File: config.mk
export PLATFORM = sky130hd
export DESIGN_NAME = btn_bounce_gen
export DESIGN_NICKNAME = d
export VERILOG_FILES = /design/src/rtl/btn_bounce_gen.sv
export SDC_FILE = /design/constraint.sdc
export NUM_CORES = 1
export LEC_CHECK = 0
export ABC_AREA = 0
export BUFFER_PORTS_ARGS = -buffer_cell sky130_fd_sc_hd__buf_2
export CAP_MARGIN = 10
export CORE_MARGIN = 5
export CORE_UTILIZATION = 49
export CTS_CLUSTER_DIAMETER = 60
export DETAILED_ROUTE_END_ITERATION = 7
export GPL_ROUTABILITY_DRIVEN = 0
export PLACE_DENSITY = 0.62
export SLEW_MARGIN = 20
export SYNTH_ARGS = -nofsm -noshare
export SYNTH_HDL_FRONTEND = slang
export SYNTH_SLANG_ARGS = --single-unit
export TNS_END_PERCENT = 1
File: constraint.sdc
create_clock -name i_clk -period 2.95 [get_ports i_clk]
set_clock_uncertainty 0.15 [all_clocks]
set_input_delay 0.59 -clock i_clk [delete_from_list [all_inputs] [get_ports i_clk]]
set_output_delay 0.59 -clock i_clk [all_outputs]
set_load 0.1 [all_outputs]
File: src/rtl/btn_bounce_gen.sv
`timescale 1ns/1ps
// btn_bounce_gen: push-button emulator. Each accepted press/release drives the
// registered button line through an LFSR-shaped burst of contact bounce, then holds the settled level.
module btn_bounce_gen #(
  parameter int          SETTLE_CYC  = 1_000_000,
  parameter int          BOUNCE_BITS = 3,
  parameter int          GLITCH_BITS = 3,
  parameter logic [15:0] SEED        = 16'hACE1
) (
  input  logic                                               i_clk,
  input  logic                                               i_reset,
  input  logic                                               i_press_req,
  input  logic                                               i_release_req,
  output logic                                               o_btn,
  output logic                                               o_level,
  output logic                                               o_busy,
  output logic                                               o_done,
  output logic [((BOUNCE_BITS > 0) ? BOUNCE_BITS : 1)-1:0]   o_glitches
);

  localparam int GLW  = (BOUNCE_BITS > 0) ? BOUNCE_BITS : 1;
  localparam int SETW = $clog2(SETTLE_CYC + 1);
  localparam int WIDW = GLITCH_BITS + 1;
  localparam int SEGW = BOUNCE_BITS + 1;

  typedef enum logic [1:0] {S_IDLE, S_BOUNCE, S_HOLD} state_e;

  state_e          state_q, state_d;
  logic [15:0]     lfsr_q, lfsr_d;
  logic            btn_q, btn_d;
  logic            level_q, level_d;
  logic            done_q, done_d;
  logic            target_q, target_d;
  logic [GLW-1:0]  glitches_q, glitches_d;
  logic [SEGW-1:0] seg_q, seg_d;
  logic [WIDW-1:0] wid_q, wid_d;
  logic [SETW-1:0] settle_q, settle_d;

  logic            press_ok, release_ok, accept;
  logic [GLW-1:0]  k;
  logic [SEGW-1:0] seg_load;
  logic [WIDW-1:0] width_load;
  logic            seg_last, wid_last, settle_last;

  if (BOUNCE_BITS > 0) begin : g_k
    assign k = lfsr_q[BOUNCE_BITS-1:0];
  end else begin : g_k_clean
    assign k = '0;
  end

  // Only the request that moves the line away from its settled level can qualify.
  assign press_ok    = i_press_req && !level_q;
  assign release_ok  = i_release_req && level_q;
  assign accept      = (state_q == S_IDLE) && (press_ok || release_ok);
  assign seg_load    = SEGW'({k, 1'b0});
  assign width_load  = WIDW'(lfsr_q[8 +: GLITCH_BITS]) + WIDW'(1);
  assign seg_last    = (seg_q == SEGW'(1));
  assign wid_last    = (wid_q == WIDW'(1));
  assign settle_last = (settle_q == SETW'(1));
  assign lfsr_d      = {1'b0, lfsr_q[15:1]} ^ (lfsr_q[0] ? 16'hB400 : 16'h0000);

  // NOTE: sequential state uses non-blocking assignments so every flop samples pre-edge values.
  always_ff @(posedge i_clk or posedge i_reset) begin
    if (i_reset) begin
      state_q    <= S_IDLE;
      lfsr_q     <= SEED;
      btn_q      <= 1'b0;
      level_q    <= 1'b0;
      done_q     <= 1'b0;
      target_q   <= 1'b0;
      glitches_q <= '0;
      seg_q      <= '0;
      wid_q      <= '0;
      settle_q   <= '0;
    end else begin
      state_q    <= state_d;
      lfsr_q     <= lfsr_d;
      btn_q      <= btn_d;
      level_q    <= level_d;
      done_q     <= done_d;
      target_q   <= target_d;
      glitches_q <= glitches_d;
      seg_q      <= seg_d;
      wid_q      <= wid_d;
      settle_q   <= settle_d;
    end
  end

  // NOTE: every combinational output gets a default first so no latch can be inferred.
  always_comb begin
    state_d = state_q;
    unique case (state_q)
      S_IDLE:   if (accept) state_d = (k == '0) ? S_HOLD : S_BOUNCE;
      S_BOUNCE: if (wid_last && seg_last) state_d = S_HOLD;
      S_HOLD:   if (settle_last) state_d = S_IDLE;
      default:  state_d = S_IDLE;
    endcase
  end

  always_comb begin
    btn_d      = btn_q;
    level_d    = level_q;
    done_d     = 1'b0;
    target_d   = target_q;
    glitches_d = glitches_q;
    seg_d      = seg_q;
    wid_d      = wid_q;
    settle_d   = settle_q;
    unique case (state_q)
      S_IDLE: begin
        if (accept) begin
          target_d   = press_ok;
          btn_d      = press_ok;
          glitches_d = k;
          seg_d      = seg_load;
          wid_d      = width_load;
          settle_d   = SETW'(SETTLE_CYC);
        end
      end
      S_BOUNCE: begin
        if (wid_last) begin
          seg_d = seg_q - SEGW'(1);
          if (seg_last) begin
            btn_d    = target_q;
            settle_d = SETW'(SETTLE_CYC);
          end else begin
            btn_d = ~btn_q;
            wid_d = width_load;
          end
        end else begin
          wid_d = wid_q - WIDW'(1);
        end
      end
      S_HOLD: begin
        if (settle_last) begin
          done_d  = 1'b1;
          level_d = target_q;
        end else begin
          settle_d = settle_q - SETW'(1);
        end
      end
      default: begin
        done_d = 1'b0;
      end
    endcase
  end

  assign o_btn      = btn_q;
  assign o_level    = level_q;
  assign o_busy     = (state_q != S_IDLE);
  assign o_done     = done_q;
  assign o_glitches = glitches_q;

endmodule

Word-level counts from Yosys, hierarchy flattened --
Index checks and enable logic that the tools add are counted.
Word-level totals: word-level logic and storage cells 69, register bits 53, bits of input ports 4, output and inout bits 7
Cells by class: reduce and logical (&&, ||, !) cells 17, equal/unequal tests 12, add/sub/neg operators 4, bitwise operators 2, muxes and demuxes 24
Operators by type and width (count):
- 20-bit 2-to-1 mux | 4
- 20-bit one-hot mux with 3 select lines | 1
- 20-bit by 1-bit equality test with 1-bit output (second input constant) | 1
- 4-bit 2-to-1 mux | 5
- 20-bit by 1-bit subtractor with 20-bit output (second input constant) | 1
- 16-bit 2-to-1 mux | 1
- 4-bit one-hot mux with 2 select lines | 2
- 15-bit by 16-bit XOR with 16-bit output | 1
- 2-bit != test (second input constant) | 6
- 3-bit AND reduction | 3
- 4-bit by 1-bit equality test with 1-bit output (second input constant) | 2
- 2-bit 2-to-1 mux | 4
- 4-bit by 1-bit subtractor with 4-bit output (second input constant) | 2
- 2-bit one-hot mux with 3 select lines | 1
- 1-bit 2-to-1 mux | 5
- 5-bit AND reduction | 1
- 3-bit by 1-bit adder with 4-bit output (second input constant) | 1
- 1-bit logical AND | 4
- 2-bit AND reduction | 2
- 2-bit nonzero test | 2
- 3-bit logical NOT | 1
- 3-bit != test (second input constant) | 1
- 3-bit nonzero test | 1
- 2-bit by 1-bit equality test with 1-bit output (second input constant) | 1
- 6 further kinds | 6

Logic depth before layout (Yosys ltp) --
Gate-level depths: netlist of run 1.
depth after elaboration 6, gate-level depth with buffers 9, depth with buffers taken out 7

Worst setup path before layout of run 1 --
Ideal clock, no wire load.
kind register to register, start point reg level_q, in the netlist o_level, end point reg state_q[1], path slack 0.316 ns, required time 2.679 ns, stages on the path, launching flop included 8, arrival 2.363 ns, buffers on the path 2, library setup time 0.121 ns, clock period less this slack 2.634 ns, cell sequence dfrtp_1 > mux2_2 > nor2_1 > o22a_1 > buf_2 > clkbuf_1 > nor2_1 > o21a_1
On the way: word-level cells in the longest chain between the ends 6, elaborated cells on any way between the ends 7, those cells by class eq/ne: 1; reduce/logical: 6
RTL lines:
- start, declared | RTL line 31 | logic level_q, level_d;
- start signal, assigned | RTL line 79 | level_q <= level_d;
- 1-bit logical NOT | RTL line 52 | assign press_ok = i_press_req && !level_q;
- 1-bit logical AND | RTL line 52
- 1-bit logical OR (*) | RTL line 54 | assign accept = (state_q == S_IDLE) && (press_ok || release_ok);
- 1-bit logical AND (*) | RTL line 54
- 2-bit != test (no source line) (*)
- 3-bit AND reduction (no source line) (*)
- end signal, assigned | RTL line 76 | state_q <= state_d;
- end, declared | RTL line 28 | state_e state_q, state_d;
Every way passes the cells marked *; elsewhere a longest branch is shown, timed or not. A chain may end at the register's enable or synchronous reset.

Worst setup path in the final report of run 1 --
start point reg seg_q[1], end point reg settle_q[3]
On the way: word-level cells in the longest chain between the ends 3
RTL lines:
- start, declared | RTL line 35 | logic [SEGW-1:0] seg_q, seg_d;
- start signal, assigned | RTL line 83 | seg_q <= seg_d;
- 4-bit by 1-bit equality test with 1-bit output | RTL line 57 | assign seg_last = (seg_q == SEGW'(1));
- 2-bit != test (no source line)
- 5-bit AND reduction (no source line)
- end signal, assigned | RTL line 85 | settle_q <= settle_d;
- end, declared | RTL line 37 | logic [SETW-1:0] settle_q, settle_d;
Every way passes these cells.

==> metrics, run 1 <==
outcome=finished, final reports clean; EDFF count, synth=0; endpoints failing hold=0; Distinct cells, synth=49; GRT overflow=0; CP Buf/Inv Count=1; final non-filler cell total=340; Max-slew headroom=0.425; Port Buffer Count=10; Sink Count=53; Critical Path Max Stage Delay=620 ps; met1 usage=0.247; cts bufs inserted=5; pin count of the biggest net entering global routing=54; crit path launch type=flip-flop; Clock Latency Late Sink=320 ps; Post-CTS Hold Buffers=0; # setup viols final=0; HP Class=reg -> reg; chip width=83.2 um; worst-margin pin slew=863 ps; Reg clk slew, reported paths=110 ps; Post-CTS Setup Repair Bufs=0; share of cells above drive strength 1=0.159; Ant. Diodes=0; LEAKAGE=1.20 nW; critical path's slowest cell=or4_1; top-count cell post-synth=dfrtp_1; Starting Density=0.508; top-area cell type share of the netlist area=0.429; post-layout minimum cycle time=2660 ps; I/O pins=11; hold path endpoint=lfsr_q[2]$_DFF_PP0_; initial antenna violation count=0; critical path class=reg -> reg; Die Area=6920 um2; fin crit share=0.902; maximum clock rate=0.376 GHz; crit end category=flip-flop; sequential area share after synthesis=0.509; setup TNS=0 ps; DIE HEIGHT=83.2 um; vias after detailed routing=1999; YS warnings=0; number of global-route vias before repair=1947; CTS tree=yes; clk buf depth=2; CORE AREA=5170 um2; power density cells=419 nW/um2; wire per inst=15.9 um; Total GRT Usage=0.170; remaining routing DRC violations=0; Slew Limit Fails=0; setup slack on the worst flop-to-flop path=290 ps; Seq cells post-synth=53; GR Util met2=0.246; family with the most delay on the worst path=simple AND/OR/NAND/NOR gates; syn nets=271; r2r worst-path depth=6; FP Rows=26; synthesized area=2630 um2; vias per cell=5.88; grt met3 use=0.0337; CTS-repair resized insts=0; CP max FO=29; H-tree Lvls=2; critical-path cell list=inv_1, ha_1, or3b_1, o22a_1, or4_1, a21oi_1; Starting DRT DRC Count=142; dpl hpwl=3690 um; drt pass-1 iters=5; syn avg cell area=10.1 um2; Routed WL=5390 um; GR peak layer=met1; CTS root buf=clkbuf_8; synth cell count leaders=45 x dfrtp_1, 22 x nand2_1, 20 x a21oi_1, 14 x o31ai_1, 14 x or4_1; Final ANT Viol Nets=0; Crit. Startpoint=seg_q[1]$_DFFE_PP0P_; Min-Delay Startpoint=lfsr_q[3]$_DFF_PP0_; post-synth top area cell=dfrtp_1; asr flop ratio synth=1.00; Critical Path RT=3040 ps; Worst R2R Start=seg_q[1]$_DFFE_PP0P_; Synth Instances=260; Worst Hold Depth=0; Area contributors post-synth=dfrtp_1 43%, dfstp_2 8.0%, o31ai_1 4.0%; # nets final=280; peak supply drop=0.284 mV; Reg-to-Reg End=settle_q[3]$_DFFE_PP0P_; Top FF cell, synth=dfrtp_1; total of max-cap violations=0; first-pass GRT wire length=9550 um; Critical Path AT=2750 ps; placed insts=332; area grow syn2layout=7.96%; RSZ-0062 raised after global routing=false
cell type report:
class                           instances  area (um2)
Fill cell                             461        2340
Sequential cell                        53        1340
Multi-Input combinational cell        184        1190
Timing Repair Buffer                   15        87.6
Tap cell                               70        87.6
Clock buffer                            5        68.8
Inverter                               10        37.5
Clock inverter                          3        25.0
worst max path at each step:
| stage | to | slack (ps) | depth (start not counted) |
|---|---|---|---|
| 6_report | settle_q[3]$_DFFE_PP0P_ | 290 | 6 |
| 5_1_grt | settle_q[7]$_DFFE_PP0P_ | 70 | 7 |
| 3_3_place_gp | settle_q[10]$_DFFE_PP0P_ | 350 | 6 |
| 3_5_place_dp | settle_q[7]$_DFFE_PP0P_ | 300 | 6 |
| 4_1_cts | settle_q[3]$_DFFE_PP0P_ | 270 | 6 |
| 2_1_floorplan | state_q[1]$_DFFE_PP0P_ | 320 | 7 |
layout by cell type, fill, tap and decap left out, types with 3 or more instances in the layout:
master and count:
clkbuf_8 5, or3_1 3, a21oi_1 20, and3_1 3
nand3_1 8, nand2b_1 5, ha_1 7, and2_1 4
nor3_2 4, o21ai_0 13, nor4_1 4, or4_1 14
buf_4 5, nor2_1 12, dfrtp_1 45, nor3_1 5
buf_2 10, dfstp_2 8, inv_1 9, and4_1 3
nor3b_1 3, xor2_1 4, nand2_1 22, a31oi_1 4
o31ai_1 14, mux2_2 4
power by group:
group          internal, mW  total, mW  leakage (nW)  switching, mW
registers             0.727      0.727         0.649              0
clock network         0.174      0.442        0.0452          0.268
logic               0.00346     0.0197         0.509         0.0162
worst register-to-register path, stage by stage (launching register included):
cell     delay [ps]
dfrtp_1         390
inv_1            90
ha_1            130
or3b_1          460
o22a_1          560
or4_1           620
a21oi_1         170
per-stage QoR:
step           worst slack, ps  hold WS, ps  utilization  cell area [um2]  power (mW)
6_report                   289          210        0.548             2840        1.19
5_1_grt                   71.3          220        0.548             2840        1.23
4_1_cts                    272          210        0.548             2840        1.20
3_5_place_dp               302          186        0.530             2740       0.761
3_3_place_gp               348          185        0.530             2740       0.761
2_1_floorplan              316          181            -             2630       0.753
routing by layer:
layer | part of all wire | vias to the layer above | wire (um)
li1 | - | 981 | -
met1 | 0.52 | 975 | 2780
met2 | 0.43 | 35 | 2300
met3 | 0.039 | 8 | 211
met4 | 0.018 | 0 | 95
met5 | 0 | - | 0
state kept, by name, indices dropped and copies added (netlist names):
register    flops
lfsr_q         16
o_btn           1
o_done          1
o_glitches      3
o_level         1
seg_q           4
settle_q       20
state_q         2
target_q        1
wid_q           4
kinds of logic after synthesis:
kind of cell,count (synthesis),share of synthesized area
AND/OR/NAND/NOR,102,0.228
AO/OA/AOI/OAI,65,0.152
flip-flops,53,0.509
buffers and inverters,23,0.0391
adder cells (fa/ha/maj),7,0.0333
multiplexers,6,0.0248
XOR/XNOR,4,0.0133
(Power assumes the default switching activity.)
==> run 2: changes to the inputs <==
- CORE_ASPECT_RATIO: unset -> 1.4
==> run 2 against run 1 <==
Routed wire length shrank 0.48%. Sequential cell count is the same. Count of clock-buffer cells in the layout is the same. Largest cell class unchanged. Largest power group unchanged. Highest routed layer unchanged.
==> metrics, run 2 (synthesized netlist as in run 1, its figures left out) <==
outcome=finished, final reports clean; setup TNS=0 ps (unchanged); Critical Path RT=3030 ps (about the same); FP Rows=31 (+19%); number of global-route vias before repair=1942 (-0.26%); DIE HEIGHT=96.6 um (+16%); endpoints failing hold=0 (unchanged); H-tree Lvls=2 (unchanged); crit end category=flip-flop; CTS root buf=clkbuf_8; Reg clk slew, reported paths=110 ps (about the same); worst-margin pin slew=832 ps (-31.0 ps); Routed WL=5360 um (-0.48%); Slew Limit Fails=0 (unchanged); maximum clock rate=0.375 GHz (-0.27%); peak supply drop=0.283 mV (-0.56%); critical path class=reg -> reg; HP Class=in -> async; Starting DRT DRC Count=63 (-56%); drt pass-1 iters=4 (-1); CTS-repair resized insts=0 (unchanged); share of cells above drive strength 1=0.162 (+0.00310); area grow syn2layout=8.58%; Final ANT Viol Nets=0 (unchanged); Die Area=6940 um2 (+0.30%); CORE AREA=5200 um2 (+0.48%); Place WS=319 ps (+17.1 ps); RSZ-0062 raised after global routing=false; vias after detailed routing=2016 (+0.85%); remaining routing DRC violations=0 (unchanged); Post-CTS Setup Repair Bufs=0 (unchanged); I/O pins=11 (unchanged); wire per inst=15.9 um (+0.40%); # setup viols final=0 (unchanged); max FFs per register=20 (unchanged); CP max FO=28 (-3.4%); commonest non-fill, non-tap cells in the layout=45 x dfrtp_1, 22 x nand2_1, 20 x a21oi_1, 14 x o31ai_1, 14 x or4_1; post-layout minimum cycle time=2670 ps (+7.19 ps); initial antenna violation count=0 (unchanged); Port Buffer Count=10 (unchanged); power density cells=412 nW/um2 (-1.6%); Pwr Total=1.18 mW (-1.0%); commonest non-fill, non-tap cell in the layout=dfrtp_1; clk buf depth=2 (unchanged); first-pass GRT wire length=9270 um (-3.0%); Final Hold Slack=90.8 ps (-120 ps); vias per cell=5.98 (+1.7%); final worst slack=282 ps (-7.19 ps); Starting Density=0.505 (-0.00244); Critical Path AT=2750 ps (about the same); crit path launch type=flip-flop; total of max-cap violations=0 (unchanged); Ant. Diodes=0 (unchanged); Largest regs=settle_q (20), lfsr_q (16); pin count of the biggest net entering global routing=31 (-43%); fin crit share=0.904 (+0.00244); LEAKAGE=1.21 nW (+0.38%); GRT overflow=0 (unchanged); Post-CTS Hold Buffers=0 (unchanged); # nets final=281 (+0.36%); CTS tree=yes; Max-slew headroom=0.445 (+0.0207); cts bufs inserted=5 (unchanged); chip width=71.9 um (-14%); Sink Count=53 (unchanged); Clock Latency Late Sink=310 ps (about the same); Reg with most FFs=settle_q; Total GRT Usage=0.166 (-0.00350); dpl hpwl=3870 um (+4.9%)
## run 2: cell types whose count changed in the layout (fill, tap and decap cells not counted)
cell / before / now
buf_12: 0 / 1
clkinvlp_4: 1 / 2
inv_6: 2 / 0
inv_8: 0 / 1
## run 2: area by class of cell
cell class	count	area [um2]
clock buffer	5	68.8
clock inverter	3	26.3
fill	482	2350
inverter	10	37.5
multi-input combinational	184	1190
sequential	53	1340
tap	66	82.6
timing repair buffer	16	108
## run 2: through the flow
stage | util | cell area (um2) | cells
2_1_floorplan | - | 2630 | 260
3_3_place_gp | 0.530 | 2760 | 329
3_5_place_dp | 0.530 | 2760 | 329
4_1_cts | 0.549 | 2850 | 337
5_1_grt | 0.549 | 2850 | 337
6_report | 0.549 | 2850 | 337
## run 2: critical path, stage by stage (launching register included)
cell     delay (ps)
dfrtp_1         390
inv_1           100
ha_1            140
or3b_1          480
o22a_1          550
or4_1           630
a21oi_1         150
## run 2: path summary, 6_finish.rpt
| check | start | end | slack (ps) | cells after the start |
|---|---|---|---|---|
| min in group i_clk | lfsr_q[4]$_DFF_PP0_ | lfsr_q[3]$_DFF_PP0_ | 210 | 0 |
| min | i_reset | settle_q[12]$_DFFE_PP0P_ | 90 | 2 |
| max in group asynchronous | i_reset | lfsr_q[15]$_DFF_PP1_ | 1920 | 3 |
| max | seg_q[1]$_DFFE_PP0P_ | settle_q[5]$_DFFE_PP0P_ | 280 | 6 |
| min reg2reg | lfsr_q[4]$_DFF_PP0_ | lfsr_q[3]$_DFF_PP0_ | 210 | 0 |
| max reg2reg | seg_q[1]$_DFFE_PP0P_ | settle_q[5]$_DFFE_PP0P_ | 280 | 6 |
## run 2: layer usage
metal	share of wire	track usage	wire length, um	vias up
met4	0.019	0.0593	104	0
met2	0.51	0.273	2710	25
met5	0	0	0	-
li1	-	-	-	982
met1	0.44	0.215	2380	998
met3	0.031	0.0332	168	11
## run 2: where the power goes
group,internal [mW],leakage (nW),switching [mW]
clock,0.173,0.0423,0.255
combinational,0.00433,0.517,0.0168
sequential,0.727,0.649,0
total,0.904,1.21,0.272
==> run 3: changes to the inputs <==
- CORE_ASPECT_RATIO: 1.4 -> 0.75
- clock period: 2.95 -> 3.09 ns (I/O delays scaled with it)
==> run 3 against run 2 <==
Register-to-register slack better by 170 ps. Clock power down 5.4%. Power fell by 4.9%. Die area about the same. Critical path depth did not move. Worst hold slack lost 27 ps. Critical path type unchanged. Largest cell class unchanged.
==> metrics, run 3 (synthesized netlist as in run 1, its figures left out) <==
outcome=finished, final reports clean; final non-filler cell total=346 (+2.7%); Util after Layout=0.541 (-0.00764); crit path launch type=flip-flop; Post-CTS Setup Repair Bufs=0 (unchanged); Slew Limit Fails=0 (unchanged); I/O pins=11 (unchanged); CTS tree=yes; drt pass-1 iters=5 (+1); Port Buffer Count=10 (unchanged); placed instance area=2760 um2 (about the same); Reg-to-Reg End=settle_q[7]$_DFFE_PP0P_; vias after detailed routing=1995 (-1.0%); Max-slew headroom=0.414 (-0.0317); Fillers=479 (-0.62%); CP max FO=30 (+7.1%); worst-margin pin slew=879 ps (+47.6 ps); RSZ-0062 raised after global routing=false; total of max-cap violations=0 (unchanged); Total GRT Usage=0.169 (+0.00241); GRT overflow=0 (unchanged); Starting DRT DRC Count=151 (+140%); commonest non-fill, non-tap cells in the layout=45 x dfrtp_1, 22 x nand2_1, 20 x a21oi_1, 14 x o31ai_1, 14 x or4_1; Routed WL=5290 um (-1.3%); critical path class=reg -> reg; power density cells=392 nW/um2 (-4.8%); HP Class=in -> async; peak supply drop=0.221 mV (-22%); Sink Count=53 (unchanged); FP Rows=23 (-26%); setup slack on the worst flop-to-flop path=450 ps (+170 ps); Starting Density=0.499 (-0.00660); remaining routing DRC violations=0 (unchanged); clk buf depth=2 (unchanged); CTS-repair resized insts=0 (unchanged); final worst slack=453 ps (+171 ps); Clock Latency Late Sink=310 ps (about the same); Worst R2R Start=seg_q[1]$_DFFE_PP0P_; first-pass GRT wire length=9050 um (-2.4%); CORE AREA=5270 um2 (+1.3%); CTS root buf=clkbuf_8; dpl hpwl=3700 um (-4.5%); maximum clock rate=0.379 GHz (+1.2%); Final ANT Viol Nets=0 (unchanged); max FFs per register=20 (unchanged); Reg with most FFs=settle_q; initial antenna violation count=0 (unchanged); H-tree Lvls=2 (unchanged); r2r worst-path depth=6 (unchanged); # nets final=281 (unchanged); number of global-route vias before repair=1807 (-7.0%); Largest regs=settle_q (20), lfsr_q (16); DIE HEIGHT=73.4 um (-24%); Ant. Diodes=0 (unchanged); setup TNS=0 ps (unchanged); chip width=94.5 um (+32%); area grow syn2layout=8.48% (about the same); crit end category=flip-flop; commonest non-fill, non-tap cell in the layout=dfrtp_1; Die Area=6940 um2 (about the same); fin crit share=0.853 (-0.0511); post-layout minimum cycle time=2640 ps (-31.3 ps); # setup viols final=0 (unchanged); Reg clk slew, reported paths=100 ps (about the same); Critical Path AT=2720 ps (-30 ps); share of cells above drive strength 1=0.162 (unchanged); endpoints failing hold=0 (unchanged); vias per cell=5.77 (-3.6%); pin count of the biggest net entering global routing=31 (unchanged); placed insts=338 (+2.7%); wire per inst=15.3 um (-3.9%); Place WS=396 ps (+76.9 ps); cts bufs inserted=5 (unchanged); Design Area, Final=2850 um2 (about the same); Post-CTS Hold Buffers=0 (unchanged); LEAKAGE=1.21 nW (about the same); Critical Path RT=3180 ps (+150 ps)
==> run 3: critical path, stage by stage, from the launching register on <==
cell and delay [ps]:
dfrtp_1 380, inv_1 90, ha_1 140, or3b_1 460
o22a_1 560, or4_1 630, a21oi_1 150
==> run 3: routing by layer <==
metal,track usage,routed length [um],up-vias
met4,0.0480,59,0
met3,0.0338,283,6
li1,-,-,984
met1,0.270,2810,963
met2,0.228,2140,42
met5,0,0,-
==> run 3: area by class of cell <==
cell class,count,area (um2),share of cell area
Inverter,10,37.5,0.0132
Clock buffer,5,68.8,0.0242
Multi-Input combinational cell,184,1190,0.419
Clock inverter,3,25.0,0.00878
Tap cell,75,93.8,0.0329
Timing Repair Buffer,16,95.1,0.0334
Sequential cell,53,1340,0.469
==> run 3: how the worst max path moves through the flow <==
stage,from,slack [ps],end,cells after the start
2_1_floorplan,o_level$_DFFE_PP0P_,460,state_q[1]$_DFFE_PP0P_,7
3_3_place_gp,i_press_req,470,settle_q[6]$_DFFE_PP0P_,6
3_5_place_dp,i_press_req,400,settle_q[6]$_DFFE_PP0P_,6
4_1_cts,seg_q[1]$_DFFE_PP0P_,430,settle_q[10]$_DFFE_PP0P_,6
5_1_grt,wid_q[1]$_DFFE_PP0P_,200,settle_q[7]$_DFFE_PP0P_,7
6_report,seg_q[1]$_DFFE_PP0P_,450,settle_q[7]$_DFFE_PP0P_,6
==> run 3: through the flow <==
| step | hold slack (ps) | power (mW) |
|---|---|---|
| CTS | 66.7 | 1.13 |
| global route | 61.6 | 1.17 |
| global placement | 185 | 0.728 |
| finish | 64.1 | 1.12 |
| detailed placement | 185 | 0.728 |
| floorplan | 181 | 0.719 |
==> run 3: where the power goes <==
group | leakage [nW] | switching, mW | internal (mW)
Combinational | 0.514 | 0.0158 | 0.00415
Clock | 0.0447 | 0.241 | 0.164
Sequential | 0.649 | 0 | 0.694
Total | 1.21 | 0.256 | 0.862
